File: src/rtl/zc_front_end.sv
// zc_front_end: zero-crossing front end feeding the zero-point analyser.
// 16 time-ordered samples per beat -> saturated first differences (including
// across beats), deadband classification, hysteresis sign chain, and the
// aligned zero_mask / diff_out / abs_out triple. Three-stage pipeline.
// Optional feature: define ZC_DEADBAND_EN to honour the deadband port;
// without it the deadband is treated as 0 (pure sign/zero detect).

// Per-lane datapath: S1 difference + saturation, S2 classification.
module zc_lane #(
  parameter int DW = 20
) (
  input  logic          clk,
  input  logic          rst,
  input  logic          vld_s0,
  input  logic          vld_s1,
  input  logic [DW-1:0] x,
  input  logic [DW-1:0] prev,
  input  logic          prev_ok,
  input  logic [DW-1:0] deadband,
  output logic [DW-1:0] s2_x,
  output logic [DW-1:0] s2_diff,
  output logic [1:0]    s2_cls
);
  localparam logic [1:0] CLS_ZERO = 2'd0;
  localparam logic [1:0] CLS_POS  = 2'd1;
  localparam logic [1:0] CLS_NEG  = 2'd2;

  logic [DW:0]   d_wide;
  logic [DW-1:0] d_sat;
  logic [DW-1:0] s1_x, s1_diff;
  logic [1:0]    cls;

  // Difference at DW+1 bits, clamped back to DW; no previous sample -> 0
  always_comb begin
    d_wide = {x[DW-1], x} - {prev[DW-1], prev};
    if (d_wide[DW] != d_wide[DW-1])
      d_sat = d_wide[DW] ? {1'b1, {(DW-1){1'b0}}} : {1'b0, {(DW-1){1'b1}}};
    else
      d_sat = d_wide[DW-1:0];
    if (!prev_ok)
      d_sat = '0;
  end

  // S1 register: sample and saturated difference
  always_ff @(posedge clk) begin
    if (rst) begin
      s1_x    <= '0;
      s1_diff <= '0;
    end else if (vld_s0) begin
      s1_x    <= x;
      s1_diff <= d_sat;
    end
  end

`ifdef ZC_DEADBAND_EN
  logic signed [DW:0] d_ext, db_ext;

  // Classify against +/- deadband, compared one bit wider so -deadband fits
  always_comb begin
    d_ext  = $signed({s1_diff[DW-1], s1_diff});
    db_ext = $signed({deadband[DW-1], deadband});
    cls    = CLS_ZERO;
    if (d_ext > db_ext)
      cls = CLS_POS;
    else if (d_ext < -db_ext)
      cls = CLS_NEG;
  end
`else
  logic unused_deadband;
  assign unused_deadband = ^deadband;

  // Deadband fixed at 0: classification is just sign / zero detect
  always_comb begin
    cls = CLS_ZERO;
    if (s1_diff[DW-1])
      cls = CLS_NEG;
    else if (|s1_diff)
      cls = CLS_POS;
  end
`endif

  // S2 register: class plus aligned sample and difference
  always_ff @(posedge clk) begin
    if (rst) begin
      s2_x    <= '0;
      s2_diff <= '0;
      s2_cls  <= CLS_ZERO;
    end else if (vld_s1) begin
      s2_x    <= s1_x;
      s2_diff <= s1_diff;
      s2_cls  <= cls;
    end
  end
endmodule

module zc_front_end #(
  parameter int NUM_CHANNELS = 16,
  parameter int DATA_WIDTH   = 20
) (
  input  logic                               clk,
  input  logic                               rst,
  input  logic                               valid_in,
  input  logic                               resync,
  input  logic [NUM_CHANNELS*DATA_WIDTH-1:0] data_in,
  input  logic [DATA_WIDTH-1:0]              deadband,
  output logic                               valid_out,
  output logic [NUM_CHANNELS-1:0]            zero_mask,
  output logic [NUM_CHANNELS*DATA_WIDTH-1:0] diff_out,
  output logic [NUM_CHANNELS*DATA_WIDTH-1:0] abs_out
);
  localparam int N      = NUM_CHANNELS;
  localparam int DW     = DATA_WIDTH;
  localparam int STAGES = 3;

  // Sign codes share the class encoding: ZERO class == NONE sign == 0
  localparam logic [1:0] SGN_NONE = 2'd0;

  typedef enum logic {ST_UNPRIMED, ST_PRIMED} state_e;

  typedef struct packed {
    logic [N-1:0]          mask;
    logic [N-1:0][DW-1:0]  diff;
    logic [N-1:0][DW-1:0]  abs_v;
  } zc_beat_t;

  state_e               st_q, st_d;
  logic                 prev_ok;
  logic [DW-1:0]        last_sample;
  logic [STAGES:1]      vld_q;
  logic [STAGES:0]      vld_pipe;
  logic [2:1]           seed_none;
  logic [N-1:0][DW-1:0] x_in, prev_in, s2_x, s2_diff;
  logic [N-1:0][1:0]    s2_cls;
  logic [N-1:0]         lane_ok;
  logic [N-1:0]         chain_mask;
  logic [1:0]           chain_sign, held_sign;
  zc_beat_t             out_q;

  assign x_in     = data_in;
  assign vld_pipe = {vld_q, valid_in};

  // Priming state register
  always_ff @(posedge clk) begin
    if (rst) st_q <= ST_UNPRIMED;
    else     st_q <= st_d;
  end

  // Any valid beat (resync or not) leaves the block primed with its lane 15
  always_comb begin
    st_d = st_q;
    if (valid_in)
      st_d = ST_PRIMED;
  end

  // Cross-beat history is usable only when primed and not resyncing
  always_comb begin
    prev_ok = (st_q == ST_PRIMED) && !resync;
  end

  // Last sample of the most recent valid beat, feeds lane 0 of the next one
  always_ff @(posedge clk) begin
    if (rst)           last_sample <= '0;
    else if (valid_in) last_sample <= x_in[N-1];
  end

  // Pipeline valids; reset drops anything in flight
  always_ff @(posedge clk) begin
    if (rst) vld_q <= '0;
    else     vld_q <= vld_pipe[STAGES-1:0];
  end

  // Carry "seed the sign chain with NONE" alongside the beat to S3
  always_ff @(posedge clk) begin
    if (rst) begin
      seed_none <= '1;
    end else begin
      if (vld_pipe[0]) seed_none[1] <= !prev_ok;
      if (vld_pipe[1]) seed_none[2] <= seed_none[1];
    end
  end

  for (genvar g = 0; g < N; g++) begin : g_lane
    if (g == 0) begin : g_first
      assign prev_in[g] = last_sample;
      assign lane_ok[g] = prev_ok;
    end else begin : g_rest
      assign prev_in[g] = x_in[g-1];
      assign lane_ok[g] = 1'b1;
    end

    zc_lane #(.DW(DW)) u_lane (
      .clk      (clk),
      .rst      (rst),
      .vld_s0   (vld_pipe[0]),
      .vld_s1   (vld_pipe[1]),
      .x        (x_in[g]),
      .prev     (prev_in[g]),
      .prev_ok  (lane_ok[g]),
      .deadband (deadband),
      .s2_x     (s2_x[g]),
      .s2_diff  (s2_diff[g]),
      .s2_cls   (s2_cls[g])
    );
  end

  // Hysteresis chain lane 0 -> N-1. It reads held_sign directly, and
  // held_sign is written on the same edge the previous beat leaves S2, so
  // back-to-back beats see the freshly updated sign with no extra bypass.
  always_comb begin
    logic [1:0] run;
    run        = seed_none[2] ? SGN_NONE : held_sign;
    chain_mask = '0;
    for (int k = 0; k < N; k++) begin
      if (s2_cls[k] != SGN_NONE) begin
        chain_mask[k] = (run != SGN_NONE) && (s2_cls[k] != run);
        run           = s2_cls[k];
      end
    end
    chain_sign = run;
  end

  // S3 register: output triple and held sign; holds across gaps
  always_ff @(posedge clk) begin
    if (rst) begin
      out_q     <= '0;
      held_sign <= SGN_NONE;
    end else if (vld_pipe[2]) begin
      out_q.mask  <= chain_mask;
      out_q.diff  <= s2_diff;
      out_q.abs_v <= s2_x;
      held_sign   <= chain_sign;
    end
  end

  assign valid_out = vld_q[STAGES];
  assign zero_mask = out_q.mask;
  assign diff_out  = out_q.diff;
  assign abs_out   = out_q.abs_v;
endmodule

File: config.mk
export PLATFORM = sky130hd
export DESIGN_NAME = zc_front_end
export DESIGN_NICKNAME = d
export VERILOG_FILES = /design/src/rtl/zc_front_end.sv
export SDC_FILE = /design/constraint.sdc
export NUM_CORES = 2
export LEC_CHECK = 0
export ABC_AREA = 1
export CORE_MARGIN = 1.5
export CORE_UTILIZATION = 38
export DETAILED_ROUTE_END_ITERATION = 6
export GPL_ROUTABILITY_DRIVEN = 0
export GPL_TIMING_DRIVEN = 0
export PLACE_DENSITY = 0.61
export SLEW_MARGIN = 10
export SYNTH_ARGS = -nofsm -noshare
export SYNTH_HDL_FRONTEND = slang
export SYNTH_SLANG_ARGS = --single-unit
File: constraint.sdc
create_clock -name clk -period 4.58 [get_ports clk]
set_clock_uncertainty 0.1 [all_clocks]
set_input_delay 0.916 -clock clk [delete_from_list [all_inputs] [get_ports clk]]
set_output_delay 0.916 -clock clk [all_outputs]
set_load 0.005 [all_outputs]
==> metrics.md <==
| Metric | Value |
|---|---|
| Share of flip-flops with an asynchronous set or reset | `0%` |
| Top FF cell, synth | `dfxtp_1` |
| Total of endpoints with negative setup slack in the final report | `0` |
| FP Rows | `170` |
| Setup crit start kind | `register` |
| Data required, critical path | `5.27 ns` |
| Number of global-route vias before repair | `73700` |
| Worst ir drop on vdd | `419.5 uV` |
| Setup slack on the worst flop-to-flop path | `0.21 ns` |
| Distinct cells, synth | `56` |
| DP Area | `95240 um2` |
| CTS tree | `yes` |
| Count of nets after finishing | `12340` |
| Pre-CTS setup slack | `-0.6459 ns` |
| Cells traversed along the worst timing path | `clkbuf_2, clkinv_1, clkbuf_2, clkbuf_2, nor2_1, o21ai_0, a21oi_1` |
| Final Hold Slack | `0.3462 ns` |
| Most common library cell in the layout ignoring fill and taps | `nor2_1` |
| CTS H-Tree Depth | `4` |
| Routed WL | `348200 um` |
| Count of warnings emitted by yosys | `0` |
| DR vias | `77370` |
| Slew Limit Headroom | `7.876%` |
| Number of buffers added on ports | `978` |
| Type of the worst min-delay path | `register to register` |
| Die Outline Area | `218000 um2` |
| Number of antenna violations at the first check in global routing | `82` |
| Total routing usage reported by global routing | `30.59%` |
| Register clock-pin slew on the reported worst setup and hold paths | `0.06 ns` |
| Area Overhead vs Synth | `25.39%` |
| EDFF count, synth | `0` |
| Area of the core region | `214200 um2` |
| Combined area of the multi-input logic cells | `37760 um2` |
| Sequential area share after synthesis | `47.97%` |
| Avg Inst Size Synth | `7.809 um2` |
| Layout cells sized above 1 | `6.176%` |
| Number of max-slew violations in the final report | `0` |
| Maximum operating frequency | `229.1 MHz` |
| Die height | `466.9 um` |
| Worst EP arrival | `5.06 ns` |
| Run status | `finished, final reports clean` |
| Setup slack after layout | `0.2148 ns` |
| Post-CTS Repair Setup Buffers | `0` |
| Horizontal die dimension | `466.9 um` |
| Hold violation total from the final report | `0` |
| Critical path class | `register to register` |
| Count of non-filler cells in the finished layout | `14720` |
| Fraction of the core area covered by cells at the end of the flow | `47.88%` |
| Syn Nets | `11150` |
| Number of iterations in the first detailed-routing pass | `6` |
| Cell area after technology mapping | `81790 um2` |
| Lkg Pwr | `45.12 nW` |
| Initial Utilization | `38.18%` |
| Cell Pwr Density | `425.9 nW/um2` |
| Setup crit end kind | `register` |
| Final critical delay including setup and external delays | `4.365 ns` |
| Pin count of the biggest net entering global routing | `19` |
| Cells after DPL | `14290` |
| Later-pin clock latency in the skew report | `0.90 ns` |
| Count of routing violations after the opening detailed-route iteration | `6982` |
| Largest fanout on the critical path | `18` |
| WL per Instance | `23.66 um` |
| Total overflow reported by the global router | `0` |
| Leading cell types in the layout, fill and taps excluded | `nor2_1 (2518), dfxtp_1 (1960), o21ai_0 (1893)` |
| Most used cell, CP | `clkbuf_2` |
| Num CTS Buffers | `208` |
| Half-perimeter wire length after placement | `277100 um` |
| Fillcell total | `20840` |
| Max-capacitance violation count | `0` |
| Finished layout cell area | `102600 um2` |
| Least-Margin Pin Slew | `1.382 ns` |
| Max Buffers Root-to-Sink | `3` |
| I/O pin total | `1001` |
| Library cell used as clock root buffer | `clkbuf_16` |
| Standard cell with the maximum stage delay on the critical path | `clkbuf_2` |
| Post-synthesis sequential element count | `1960` |
| Number of cells produced by synthesis | `10470` |
| Final worst-path cycle share | `95.31%` |
| Footprint of the flip-flops and latches | `39240 um2` |
| Count of unresolved DRC violations after routing | `0` |
| CTS Sinks | `1960` |
| Wire length of the first global-routing pass | `490000 um` |
| Final ANT Viol Nets | `0` |
| Unrepaired setup endpoints after global routing | `false` |
| Maximum cell stage delay along the critical path | `0.70 ns` |
| Average vias per placed instance | `5.257` |
power breakdown:
group,internal [W],switching (W)
clock network,0.0102,0.00754
logic,0.00258,0.00425
registers,0.0182,0.000830
routing by layer:
metal,vias to the layer above,GRT usage [%],wire length (um)
met1,36450,40.04,148800
li1,37040,-,-
met5,-,0,229
met3,738,5.501,26410
met4,36,19.80,24110
met2,3105,46.18,148700
cell type report:
| class | instances | area share, % |
|---|---|---|
| flip-flops and latches | 1960 | 38.26 |
| clock buffers | 294 | 5.790 |
| well taps | 2838 | 3.462 |
| inverters | 559 | 2.046 |
| clock inverters | 89 | 1.240 |
| diodes | 43 | 0.1049 |
| multi-input cells | 7303 | 36.82 |
| repair buffers | 982 | 9.619 |
| plain buffers | 650 | 2.660 |
critical path: cells and delay by family, from the launching register on:
kind | cells | cell delay [ns]
buffers and inverters | 4 | 2.31
AO/OA/AOI/OAI | 2 | 0.85
AND/OR/NAND/NOR | 1 | 0.67
flip-flops | 1 | 0.31
metrics by stage:
step | setup TNS, ns | power (W)
floorplan | 0 | 0.02314
global placement | -140.49 | 0.02597
detailed placement | -52.60 | 0.02611
CTS | -0.1009 | 0.04375
global route | 0 | 0.04528
finish | 0 | 0.04368
state kept, by name, summed over array words and instances, names as in the netlist:
register	flops
zero_mask	16
seed_none	2
g_lane.u_lane.s2_x	320
g_lane.u_lane.s2_diff	305
st_q	1
held_sign	2
abs_out	320
vld_q	3
diff_out	320
g_lane.u_lane.s1_diff	320
g_lane.u_lane.s2_cls	31
g_lane.u_lane.s1_x	320
synthesized netlist by cell type (all sizes together), types with 7 or more instances:
cell    count  area share, %
a211oi     31           0.38
a21boi     25           0.34
a21o        7          0.064
a21oi     970            6.3
a31oi      17           0.19
buf        48           0.47
clkbuf    601            2.8
dfxtp    1960             48
fa         16           0.39
ha        320            4.9
inv       558            2.6
nand2     790            3.9
nand3     148            1.0
nand3b     15           0.14
nand4      17           0.13
nor2     2534             12
nor3       10          0.061
nor4       61           0.47
o211ai     13           0.12
o21ai    1991             12
o21bai     28           0.29
o221ai      9          0.096
o31ai       9           0.11
or2        13          0.099
or3         7          0.054
xnor2      96            1.1
xor2      174            1.9
logic make-up (layout without fill, tap and decap cells):
kind of cell             Yosys count  in the layout  synth area share [%]
adder cells (fa/ha/maj)          336            336                 5.287
AND/OR/NAND/NOR                 3596           3596                 17.58
flip-flops                      1960           1960                 47.97
other                              0             43                     0
AO/OA/AOI/OAI                   3101           3101                 20.31
XOR/XNOR                         270            270                 2.988
buffers and inverters           1210           2574                 5.861
path summary, 6_finish.rpt:
| check | from | end | cells after the start |
|---|---|---|---|
| max | vld_q[1] | g_lane[12].u_lane.s2_cls[0] | 7 |
| min | g_lane[2].u_lane.s2_x[19] | abs_out[59] | 2 |
| max reg2reg | vld_q[1] | g_lane[12].u_lane.s2_cls[0] | 7 |
| min reg2reg | g_lane[2].u_lane.s2_x[19] | abs_out[59] | 2 |
what timing repair did:
item,in CTS,in global routing
hold buffers,0,0
gates resized for setup,0,1
endpoints found under the setup margin,15,1
Power figures use the tool's default switching activity.
